$ cat src/rtl/mult_sched_pkg.sv
// Shared types and defaults for the multiplier scheduler.
// Holds the FSM state encoding and the default watchdog limit.
package mult_sched_pkg;

  typedef enum logic [1:0] {
    IDLE,
    ISSUE,
    WAIT,
    RESP
  } sched_state_e;

  function automatic int timeout_for(input int dw);
    return 2 * dw + 4;
  endfunction

  localparam int DEF_DW      = 8;
  localparam int DEF_TIMEOUT = timeout_for(DEF_DW);

endpackage

$ cat src/rtl/rr_arbiter.sv
// Rotating-priority pick: first valid bit at or above ptr,
// wrapping, reported as one-hot grant plus index.
module rr_arbiter #(
  parameter int NREQ = 4,
  parameter int IDW  = $clog2(NREQ)
) (
  input  logic [NREQ-1:0] valid,
  input  logic [IDW-1:0]  ptr,
  output logic [NREQ-1:0] grant,
  output logic [IDW-1:0]  idx,
  output logic            any
);

  int          pos;
  logic [IDW-1:0] k;

  always_comb begin
    grant = '0;
    idx   = '0;
    any   = 1'b0;
    pos   = 0;
    k     = '0;
    for (int i = 0; i < NREQ; i++) begin
      pos = int'(ptr) + i;
      if (pos >= NREQ) pos = pos - NREQ;
      k = IDW'(pos);
      if (!any && valid[k]) begin
        any      = 1'b1;
        idx      = k;
        grant[k] = 1'b1;
      end
    end
  end

endmodule

$ cat src/rtl/mult_sched.sv
// Round-robin front end for one shared shift-add multiplier:
// accept, start, wait for stop or watchdog, return tagged result.
module mult_sched
  import mult_sched_pkg::*;
#(
  parameter int DW      = DEF_DW,
  parameter int D2W     = DW * 2,
  parameter int NREQ    = 4,
  parameter int IDW     = $clog2(NREQ),
  parameter int TIMEOUT = DEF_TIMEOUT
) (
  input  logic               i_clk,
  input  logic               i_rst,
  input  logic [NREQ-1:0]    i_req_valid,
  input  logic [NREQ*DW-1:0] i_req_mltnd,
  input  logic [NREQ*DW-1:0] i_req_mlter,
  output logic [NREQ-1:0]    o_req_ready,
  output logic               o_mul_start,
  output logic [DW-1:0]      o_mul_mltnd,
  output logic [DW-1:0]      o_mul_mlter,
  input  logic [D2W:0]       i_mul_product,
  input  logic               i_mul_stop,
  output logic               o_rsp_valid,
  output logic [IDW-1:0]     o_rsp_id,
  output logic [D2W:0]       o_rsp_product,
  output logic               o_rsp_err,
  input  logic               i_rsp_ready
);

  localparam int TW = $clog2(TIMEOUT + 1);

  sched_state_e   state, state_nx;
  logic [IDW-1:0] ptr;
  logic [IDW-1:0] gnt_idx;
  logic [NREQ-1:0] gnt;
  logic           any_vld;
  logic [TW-1:0]  timer;
  logic           tmo_hit;

  rr_arbiter #(
    .NREQ (NREQ),
    .IDW  (IDW)
  ) u_arb (
    .valid (i_req_valid),
    .ptr   (ptr),
    .grant (gnt),
    .idx   (gnt_idx),
    .any   (any_vld)
  );

  // timer counts cycles since the start pulse (0 in ISSUE)
  assign tmo_hit = (timer == TW'(TIMEOUT - 1));

  always_comb begin
    state_nx = state;
    unique case (state)
      IDLE:    if (any_vld) state_nx = ISSUE;
      ISSUE:   state_nx = WAIT;
      WAIT:    if (i_mul_stop || tmo_hit) state_nx = RESP;
      RESP:    if (i_rsp_ready) state_nx = IDLE;
      default: state_nx = IDLE;
    endcase
  end

  always_ff @(posedge i_clk or negedge i_rst) begin
    if (!i_rst) begin
      state         <= IDLE;
      ptr           <= '0;
      timer         <= '0;
      o_req_ready   <= '0;
      o_mul_start   <= 1'b0;
      o_mul_mltnd   <= '0;
      o_mul_mlter   <= '0;
      o_rsp_valid   <= 1'b0;
      o_rsp_id      <= '0;
      o_rsp_product <= '0;
      o_rsp_err     <= 1'b0;
    end else begin
      state       <= state_nx;
      o_req_ready <= '0;
      o_mul_start <= 1'b0;
      unique case (state)
        IDLE: begin
          if (any_vld) begin
            o_req_ready <= gnt;
            o_mul_start <= 1'b1;
            o_mul_mltnd <= i_req_mltnd[gnt_idx*DW +: DW];
            o_mul_mlter <= i_req_mlter[gnt_idx*DW +: DW];
            o_rsp_id    <= gnt_idx;
            timer       <= '0;
            ptr <= (gnt_idx == IDW'(NREQ - 1)) ?
                   '0 : gnt_idx + IDW'(1);
          end
        end
        ISSUE: timer <= timer + TW'(1);
        WAIT: begin
          timer <= timer + TW'(1);
          if (i_mul_stop) begin
            o_rsp_product <= i_mul_product;
            o_rsp_err     <= 1'b0;
            o_rsp_valid   <= 1'b1;
          end else if (tmo_hit) begin
            o_rsp_product <= '0;
            o_rsp_err     <= 1'b1;
            o_rsp_valid   <= 1'b1;
          end
        end
        RESP: if (i_rsp_ready) o_rsp_valid <= 1'b0;
        default: ;
      endcase
    end
  end

endmodule
$ cat config.mk
export PLATFORM = sky130hd
export DESIGN_NAME = mult_sched
export DESIGN_NICKNAME = d
export VERILOG_FILES = /design/src/rtl/mult_sched_pkg.sv /design/src/rtl/rr_arbiter.sv /design/src/rtl/mult_sched.sv
export SDC_FILE = /design/constraint.sdc
export NUM_CORES = 1
export LEC_CHECK = 0
export CORE_UTILIZATION = 41
export CTS_BUF_LIST = sky130_fd_sc_hd__clkbuf_8
export CTS_CLUSTER_SIZE = 25
export DETAILED_ROUTE_END_ITERATION = 16
export PLACE_DENSITY = 0.76
export SETUP_SLACK_MARGIN = 0.15
export SYNTH_ARGS = -nofsm -noshare
export SYNTH_HDL_FRONTEND = slang
export SYNTH_SLANG_ARGS = --single-unit
$ cat constraint.sdc
create_clock -name i_clk -period 3.2 [get_ports i_clk]
set_input_delay 0.96 -clock i_clk [delete_from_list [all_inputs] [get_ports i_clk]]
set_output_delay 0.96 -clock i_clk [all_outputs]
set_load 0.01 [all_outputs]
# Word level (Yosys, flattened, before mapping)
# Cells that the tools add are included.
[word_totals] ff_bits=51 output_inout_bits=42 elab_cells=117
[op_classes] add_sub_neg=9 magnitude_cmp=12 n_eq_ne=9 shift=2 muxes=50 n_bitwise=3 n_reduce_logical=21
[ops] cell="$shiftx 32x6->8" count=2
[ops] cell="$mux 17" count=2
[ops] cell="$mux 2" count=12
[ops] cell="$mux 4" count=6
[ops] cell="$mux 1" count=18
[ops] cell="$lt 2x3->1 const B" count=4
[ops] cell="$or 4x4->4" count=3
[ops] cell="$pmux 5 s2" count=1
[ops] cell="$ge 3x3->1 const B" count=3
[ops] cell="$bmux 1 s2" count=4
[ops] cell="$demux 1 s2" count=4
[ops] cell="$ge 2x1->1 const B" count=4
[ops] cell="$pmux 2 s4" count=1
[ops] cell="$sub 2x1->2 const B" count=4
[ops] cell="$logic_and 1x1->1" count=7
[ops] cell="$add 2x2->3 const B" count=2
[ops] cell="$eq 2x2->1 const B" count=3
[ops] cell="$ne 2x2->1 const B" count=3
[ops] cell="$reduce_and 2->1" count=3
[ops] cell="$reduce_and 3->1" count=2
[ops] cell="$reduce_bool 2->1" count=3
[ops] cell="$add 5x1->5 const B" count=1
[ops] cell="$eq 5x5->1 const B" count=1
[ops] cell="$mux 5" count=1
[ops] cell="10 further kinds" count=12

# Longest topological paths before layout
# Gate-level depths: netlist of the first run.
[depth] depth_word=16 mapped_depth=12 ltp_nobuf=8

# By module
# From an unflattened synthesis of the first run, not the netlist that was laid out.
[hier_totals] hier_cells=254 area_unflattened_um2=2955.3
[by_module_without_submodules] module="mult_sched" n_inst=1 cells_per_inst=209 area_each_um2=2536.2 seq_area_each_um2=1276.2
[by_module_without_submodules] module="rr_arbiter" n_inst=1 cells_per_inst=45 area_each_um2=419.2 seq_area_each_um2=0.0

# Least setup slack after synthesis of the first run
# OpenSTA, ideal clock, no wires.
[synth_timing] path_type="reg-to-reg" startpoint="register ptr[0]" endpoint="register ptr[1]" setup_ns=0.126 arrival_time_ns=3.101 t_required_ns=3.074 setup_slack_ns=-0.027 path_stages_with_launch=12 path_cell_list="dfrtp_1 > buf_2 > inv_1 > ha_1 > clkbuf_1 > mux4_2 > nor4b_4 > a31oi_4 > or2_1 > buf_6 > buf_6 > a221o_1"
[synth_between] elab_chain_cells=16 word_cells_on_any_way=41
[synth_lines] element="start, declared" line_no="mult_sched.sv:33" rtl="logic [IDW-1:0] ptr;"
[synth_lines] element="start signal, assigned" line_no="mult_sched.sv:91" rtl="ptr <= (gnt_idx == IDW'(NREQ - 1)) ?"
[synth_lines] element="branches (longest 16 deep; another with $add 2x1->3)"
# Parallel ways; which one is timed is not known. The select of a mux whose other input is x is not followed.
# A chain may end at the register's enable or synchronous reset.

# Final worst setup path of the first run
[layout_timing] startpoint="input i_req_valid[1]" endpoint="register o_mul_mltnd[7]"
[layout_between] elab_chain_cells=13 word_cells_on_any_way=24
[layout_lines] element="start, declared" line_no="mult_sched.sv:14" rtl="input logic [NREQ-1:0] i_req_valid,"
[layout_lines] element="$bmux 1 s2" line_no="rr_arbiter.sv:27" rtl="if (!any && valid[k]) begin"
[layout_lines] element="$mux 1 (not written as such)" line_no="rr_arbiter.sv:27"
[layout_lines] element="$mux 1" line_no="rr_arbiter.sv:27"
[layout_lines] element="$logic_not 1->1" line_no="rr_arbiter.sv:27"
[layout_lines] element="$logic_and 1x1->1" line_no="rr_arbiter.sv:27"
[layout_lines] element="$mux 1" line_no="rr_arbiter.sv:27"
[layout_lines] element="$logic_not 1->1" line_no="rr_arbiter.sv:27"
[layout_lines] element="$logic_and 1x1->1" line_no="rr_arbiter.sv:27"
[layout_lines] element="$mux 1" line_no="rr_arbiter.sv:27"
[layout_lines] element="$logic_not 1->1" line_no="rr_arbiter.sv:27"
[layout_lines] element="$logic_and 1x1->1" line_no="rr_arbiter.sv:27"
[layout_lines] element="$mux 2 / $mux 1 (equally long branches)" line_no="rr_arbiter.sv:27"
[layout_lines] element="$shiftx 32x6->8 / $reduce_and 2->1 (equally long branches)"
[layout_lines] element="end signal, assigned" line_no="mult_sched.sv:87" rtl="o_mul_mltnd <= i_req_mltnd[gnt_idx*DW +: DW];"
[layout_lines] element="end, declared" line_no="mult_sched.sv:19" rtl="output logic [DW-1:0] o_mul_mltnd,"
# Several ways; a longest one is shown, not always the timed one. The select of a mux whose other input is x is not followed.

==> flow_summary.toml, run 1 <==
[outcome]
status = "finished clean"

[floorplanning]
initial_utilization_pct = 43.31
num_io_pins = 131
die-area_um2 = 8700
core_area_um2 = 7888
die_w_um = 93.28
rows = 32
die_height_um = 93.28

[grt]
grt-ovfl-total = 0
antenna_found_initial = 0
grt_pass1_vias = 3124
grt_max_degree = 52
grt_util_all_layers_pct = 21.86
grt_pass1_wl_mm = 15.04

[setup_path]
path_buf_inv = 2
cp.arrival_ns = 3.16
critPathLaunchType = "input port"
max_stage_delay_ns = 0.57
critical_path_class = "in2reg"
crit_family = "buffers and inverters"
cp-end-kind = "register"
worstPathCellList = "clkdlybuf4s50_1, mux4_2, nor4b_4, a31oi_4, or2_1, buf_12, o311ai_1"
cp_slowest_cell = "mux4_2"
crit_fanout = 18
critPathRequiredTime_ns = 3.40

[synthesis]
synth_fp_nets = 455
synthCells = 354
yosysSeqAreaShare_pct = 37.36
yosysWarningCount = 0
ys_seq_elements = 51
synth-edff-count = 0
synth_ff_type = "dfrtp_1"
synth_top_area_cell = "dfrtp_1"
synth.area.top_cells = "dfrtp_1 37%, mux2i_1 6.7%, o221ai_1 4.6%"
yosys.area.top_type_share_pct = 37.36
syn_area_um2 = 3416
syn_area_per_cell_um2 = 9.649
ys_types = 47
synthArstFlopShare_pct = 100.0

[timing]
period_minus_slack_ns = 2.965
setup_viol = 0
hold_violations = 0
slew_headroom_pct = 57.99
clock-skew-final_ns = 0.007779
rsz0062_at_grt = "yes"
worst_slack_ns = 0.2352
slew_violations = 0
period_share_pct = 92.65
tightestPinTransition_ns = 0.6301
fmax_mhz = 337.3

[final_layout]
synthToLayoutAreaGrowth_pct = 50.37
nNetsFinal = 594
fillers = 661
num_antenna_cells = 0
drive_gt1_share_pct = 12.75

[clock_tree]
cts_made_buffers = 5
clk_path_buf_depth = 2
postCtsHoldBufs = 0
root_buffer = "clkbuf_8"
cts_tree = "yes"
cts_sinks = 51
htreeDepth = 2
cts.clk_slew.worst_paths_ns = 0.09
insertion_delay_ns = 0.30

[detailed_routing]
ant_nets = 0
drc = 0
drt-vias-per-instance = 5.530
drt-total-wl_mm = 9.299
vias = 3296
dr.pass1.iters = 4
wl_per_cell_um = 15.60
drtIter0Drc = 174

[place]
dp_hpwl_mm = 7.247
port_buffers = 130
pre_cts_slack_ns = -0.1904
routabilityCongestion = 0.8418

[power_and_ir_drop]
p_total_w = 0.004779
p_per_area_nw_per_um2 = 930.4
peakVddDrop_mv = 0.4402
leakage_nw = 2.300

[worst_hold_path]
hp-class = "reg2reg"

[run]
maxCapViolCount = 0
cells by family (layout without fill, tap and decap cells):
family                   count (synthesis)  after routing  synth area share [%]
flip-flops                              51             51                 37.36
AND/OR/NAND/NOR                         69             69                 10.88
buffers and inverters                   72            212                 8.974
adder cells (fa/ha/maj)                 12             12                 4.395
multiplexers                            32             32                 11.03
AO/OA/AOI/OAI                          117            117                 27.11
XOR/XNOR                                 1              1                0.2565
path summary, 6_finish.rpt:
kind	slack, ns	depth (start not counted)	start	end
worst min register to register	0.48	2	o_rsp_product[14]	o_rsp_product[14]
worst max register to register	0.51	8	ptr[0]	o_mul_mltnd[7]
worst min-delay path	0.48	2	o_rsp_product[14]	o_rsp_product[14]
min in group asynchronous	0.76	2	i_rst	o_req_ready[1]
worst max-delay path	0.24	7	i_req_valid[1]	o_mul_mltnd[7]
max in group asynchronous	2.03	2	i_rst	o_rsp_valid
cell usage after synthesis (all sizes together), types with 3 or more instances:
cell type  number
nand3           6
o221ai         18
o21ai          12
and2            8
a31oi          18
nand2b          4
mux2i          23
nor4            3
mux4            4
a22oi           8
nand2          28
a22o           14
buf            14
a21o            5
nor2            9
a221o           3
dfrtp          51
ha             12
inv            40
clkbuf         18
a211oi         16
o311ai         16
mux2            5
stage by stage:
stage / cells / TNS [ns] / hold slack, ns / cell area [µm²] / utilization [%]
final: 596 / 0 / 0.4819 / 5136 / 65.12
after global routing: 596 / 0 / 0.5139 / 5136 / 65.12
after CTS: 595 / 0 / 0.4906 / 5124 / 64.96
after detailed placement: 587 / -1.673 / 0.4708 / 5002 / 63.42
after global placement: 587 / -0.3803 / 0.4502 / 5002 / 63.42
after floorplan: 354 / 0 / 0.4783 / 3428 / -
what timing repair did:
item                                    in CTS  in global routing
setup buffers                                0                  1
resized for setup                            0                  7
endpoints found under the setup margin       0                  9
sequential cells by signal, indices dropped and copies added, names as in the netlist:
register,cells
o_rsp_product,17
o_mul_mlter,8
o_mul_mltnd,8
timer,5
o_req_ready,4
o_rsp_id,2
ptr,2
state,2
o_mul_start,1
o_rsp_err,1
o_rsp_valid,1
cells in the final DEF, fill, tap and decap left out, types with 11 or more instances in the layout:
cell type	Yosys	layout
a211oi_1	16	16
a22o_1	14	14
a31oi_1	17	17
buf_4	1	29
clkdlybuf4s50_1	0	127
dfrtp_1	51	51
ha_1	12	12
inv_1	39	39
mux2i_1	23	23
nand2_1	28	28
o21ai_0	12	12
o221ai_1	18	18
o311ai_1	6	11
report_power, final:
group          internal, W  total [W]  switching (W)
combinational      0.00161    0.00318        0.00157
clock             0.000257   0.000466       0.000209
sequential        0.000950    0.00113       0.000182
worst min-delay path, delay by kind of cell (launching register included):
kind | cells | cell delay [ns]
flip-flops | 1 | 0.35
AND/OR/NAND/NOR | 2 | 0.10
metal layers:
layer  wire (µm)  global-route usage [%]  share of wire, %
met5           0                       0                 0
met4          74                   3.846              0.80
met3         546                   3.984               5.9
met2        4616                   37.62                50
met1        4061                   28.96                44
final cells by class:
cell class	instances	area [µm²]	share of cell area (%)
tap	102	127.6	2.485
multi-input combinational	231	1842	35.86
sequential	51	1276	24.85
inverter	40	150.1	2.923
clock buffer	6	82.58	1.608
timing repair buffer	164	1619	31.52
clock inverter	2	38.79	0.7552
Power figures use the tool's default switching activity.
==> run 2, diff against run 1 <==
Settings changed: ABC_AREA set to 1, CORE_UTILIZATION 41 to 42.
==> flow_summary.toml, run 2 <==
[outcome]
status = "finished clean"

[clock_tree]
insertion_delay_ns = 0.30
cts_sinks = 51
cts_tree = "yes"
postCtsHoldBufs = 0
cts_made_buffers = 5
cts_resized = 0
htreeDepth = 2
cts.clk_slew.worst_paths_ns = 0.09
clk_path_buf_depth = 2
post_cts_buffers = 0
root_buffer = "clkbuf_8"

[power_and_ir_drop]
leakage_nw = 2.642
combPwrFrac_pct = 70.5
switching_share_pct = 50.89
p_total_w = 0.005225
intPower_w = 0.002566
p_switching_w = 0.002659
p_per_area_nw_per_um2 = 1050
peakVddDrop_mv = 0.4643
clockPowerShare_pct = 7.4
p_seq_share_pct = 22.1

[synthesis]
ys_types = 35
synth_mux_area_share_pct = 0
synthArstFlopShare_pct = 100.0
synth_ff_type = "dfrtp_1"
synth_commonest_cells = "170 x nand2_1, 90 x inv_1, 51 x dfrtp_1, 50 x nand3_1, 34 x nand4_1"
synthCells = 505
yosysSeqAreaShare_pct = 35.94
synth.area.top_cells = "dfrtp_1 36%, nand2_1 18%, inv_1 9.5%"
yosysWarningCount = 0
synth-edff-count = 0
yosys.area.top_type_share_pct = 35.94
ys_seq_elements = 51
synth_fp_nets = 606
yosysMostFrequentCell = "nand2_1"
synth_compound_area_share_pct = 4.405
synth_simple_gate_area_share_pct = 40.03
synth_adder_area_share_pct = 4.228
syn_area_um2 = 3551
synth_top_area_cell = "dfrtp_1"
synth_top_family_by_area = "simple AND/OR/NAND/NOR gates"
synthXorXnorAreaFrac_pct = 0.7400
syn_area_per_cell_um2 = 7.031

[floorplanning]
rows = 33
num_io_pins = 131
initial_utilization_pct = 43.22
die-area_um2 = 8827
core_area_um2 = 8217
die_w_um = 93.95
die_height_um = 93.95

[timing]
rsz0062_at_grt = "no"
worst_slack_ns = 0.4944
slew_violations = 0
clock-skew-final_ns = 0.01735
period_share_pct = 84.55
hold_violations = 0
timing.hold.ws_ns = 0.4808
setup_tns_ns = 0
period_minus_slack_ns = 2.706
fmax_mhz = 369.6
slew_headroom_pct = 39.33
tightestPinTransition_ns = 0.9101
setup_viol = 0

[setup_path]
critical_path_class = "reg2reg"
crit_fanout = 35
cp.arrival_ns = 2.91
cp-end-kind = "register"
critPathLaunchType = "register"
critPathRequiredTime_ns = 3.40

[grt]
grt-ovfl-total = 0
antenna_found_initial = 0
grt_pass1_vias = 3399
grt_max_degree = 42
grt_pass1_wl_mm = 15.01
grt_util_all_layers_pct = 21.26

[place]
dp_hpwl_mm = 6.842
dp.cells = 722
port_buffers = 130
pre_cts_slack_ns = 0.2576
routabilityCongestion = 0.8808

[final_layout]
seq_area_um2 = 1276
fillers = 716
largest_reg_flops = 17
drive_gt1_share_pct = 7.840
final_common_cell = "nand2_1"
num_antenna_cells = 0
synthToLayoutAreaGrowth_pct = 40.20
nNetsFinal = 725
mostFrequentLayoutCells = "170 x nand2_1, 129 x clkdlybuf4s50_1, 90 x inv_1, 51 x dfrtp_1, 50 x nand3_1"
final_cells = 730
reg_top3 = "o_rsp_product: 17 flops, o_mul_mlter: 8 flops, o_mul_mltnd: 8 flops"
multiInputGateArea_um2 = 1754
top_register = "o_rsp_product"

[detailed_routing]
drt-vias-per-instance = 4.982
vias = 3637
drt-total-wl_mm = 9.114
dr.pass1.iters = 4
drtIter0Drc = 191
wl_per_cell_um = 12.48
ant_nets = 0
drc = 0

[worst_hold_path]
hp-class = "reg2reg"

[run]
maxCapViolCount = 0
[run 2: path summary, 6_finish.rpt]
| path | slack, ns | cells past startpoint | from | end |
|---|---|---|---|---|
| worst min register to register | 0.48 | 2 | o_rsp_product[0] | o_rsp_product[0] |
| min in group asynchronous | 0.79 | 1 | i_rst | o_rsp_valid |
| max in group asynchronous | 1.72 | 2 | i_rst | o_rsp_product[7] |
| worst max register to register | 0.49 | 13 | ptr[0] | o_mul_mlter[0] |
| worst min-delay path | 0.48 | 2 | o_rsp_product[0] | o_rsp_product[0] |
| worst max-delay path | 0.49 | 13 | ptr[0] | o_mul_mlter[0] |
[run 2: metrics by stage]
step,util (%),area (µm²)
after global placement,59.42,4882
after CTS,60.59,4979
final,60.59,4979
after detailed placement,59.42,4882
after floorplan,-,3551
after global routing,60.59,4979
[run 2: worst max-delay path, stage by stage, from the launching register on]
cell	delay, ns
dfrtp_1	0.67
inv_6	0.11
ha_1	0.45
inv_1	0.11
nand3_1	0.09
nand2_1	0.11
a21oi_1	0.16
nand2_1	0.12
nand3_4	0.35
nand2_1	0.13
nand3_1	0.10
nand2_1	0.06
nand2_1	0.07
nand2_1	0.05
[run 2: cell type report]
| class | instances | share of cell area [%] |
|---|---|---|
| well taps | 105 | 2.639 |
| clock buffers | 6 | 1.659 |
| multi-input cells | 332 | 35.23 |
| clock inverters | 2 | 0.2765 |
| inverters | 98 | 7.615 |
| repair buffers | 136 | 26.94 |
| flip-flops and latches | 51 | 25.63 |
[run 2: cell families (layout without fill, tap and decap cells)]
group	after synthesis	count (layout)
simple gates	290	290
buf+inv	122	242
flops	51	51
compound gates	27	27
fa+ha+maj	12	12
xor+xnor	3	3
[run 2: power by group through the flow]
stage	combinational (W)	sequential [W]	clock (W)
5_1_grt	0.00413	0.00119	0.000431
6_report	0.00369	0.00115	0.000386
3_3_place_gp	0.00358	0.00116	0
2_1_floorplan	0.00260	0.00124	0
3_5_place_dp	0.00368	0.00117	0
4_1_cts	0.00369	0.00116	0.000402
[run 2: metal layers]
metal	global-route usage [%]	up-vias	share of wire (%)
li1	-	1818	-
met1	27.38	1638	44
met2	37.04	173	48
met3	3.398	8	6.6
met4	5.128	0	0.81
met5	0	-	0
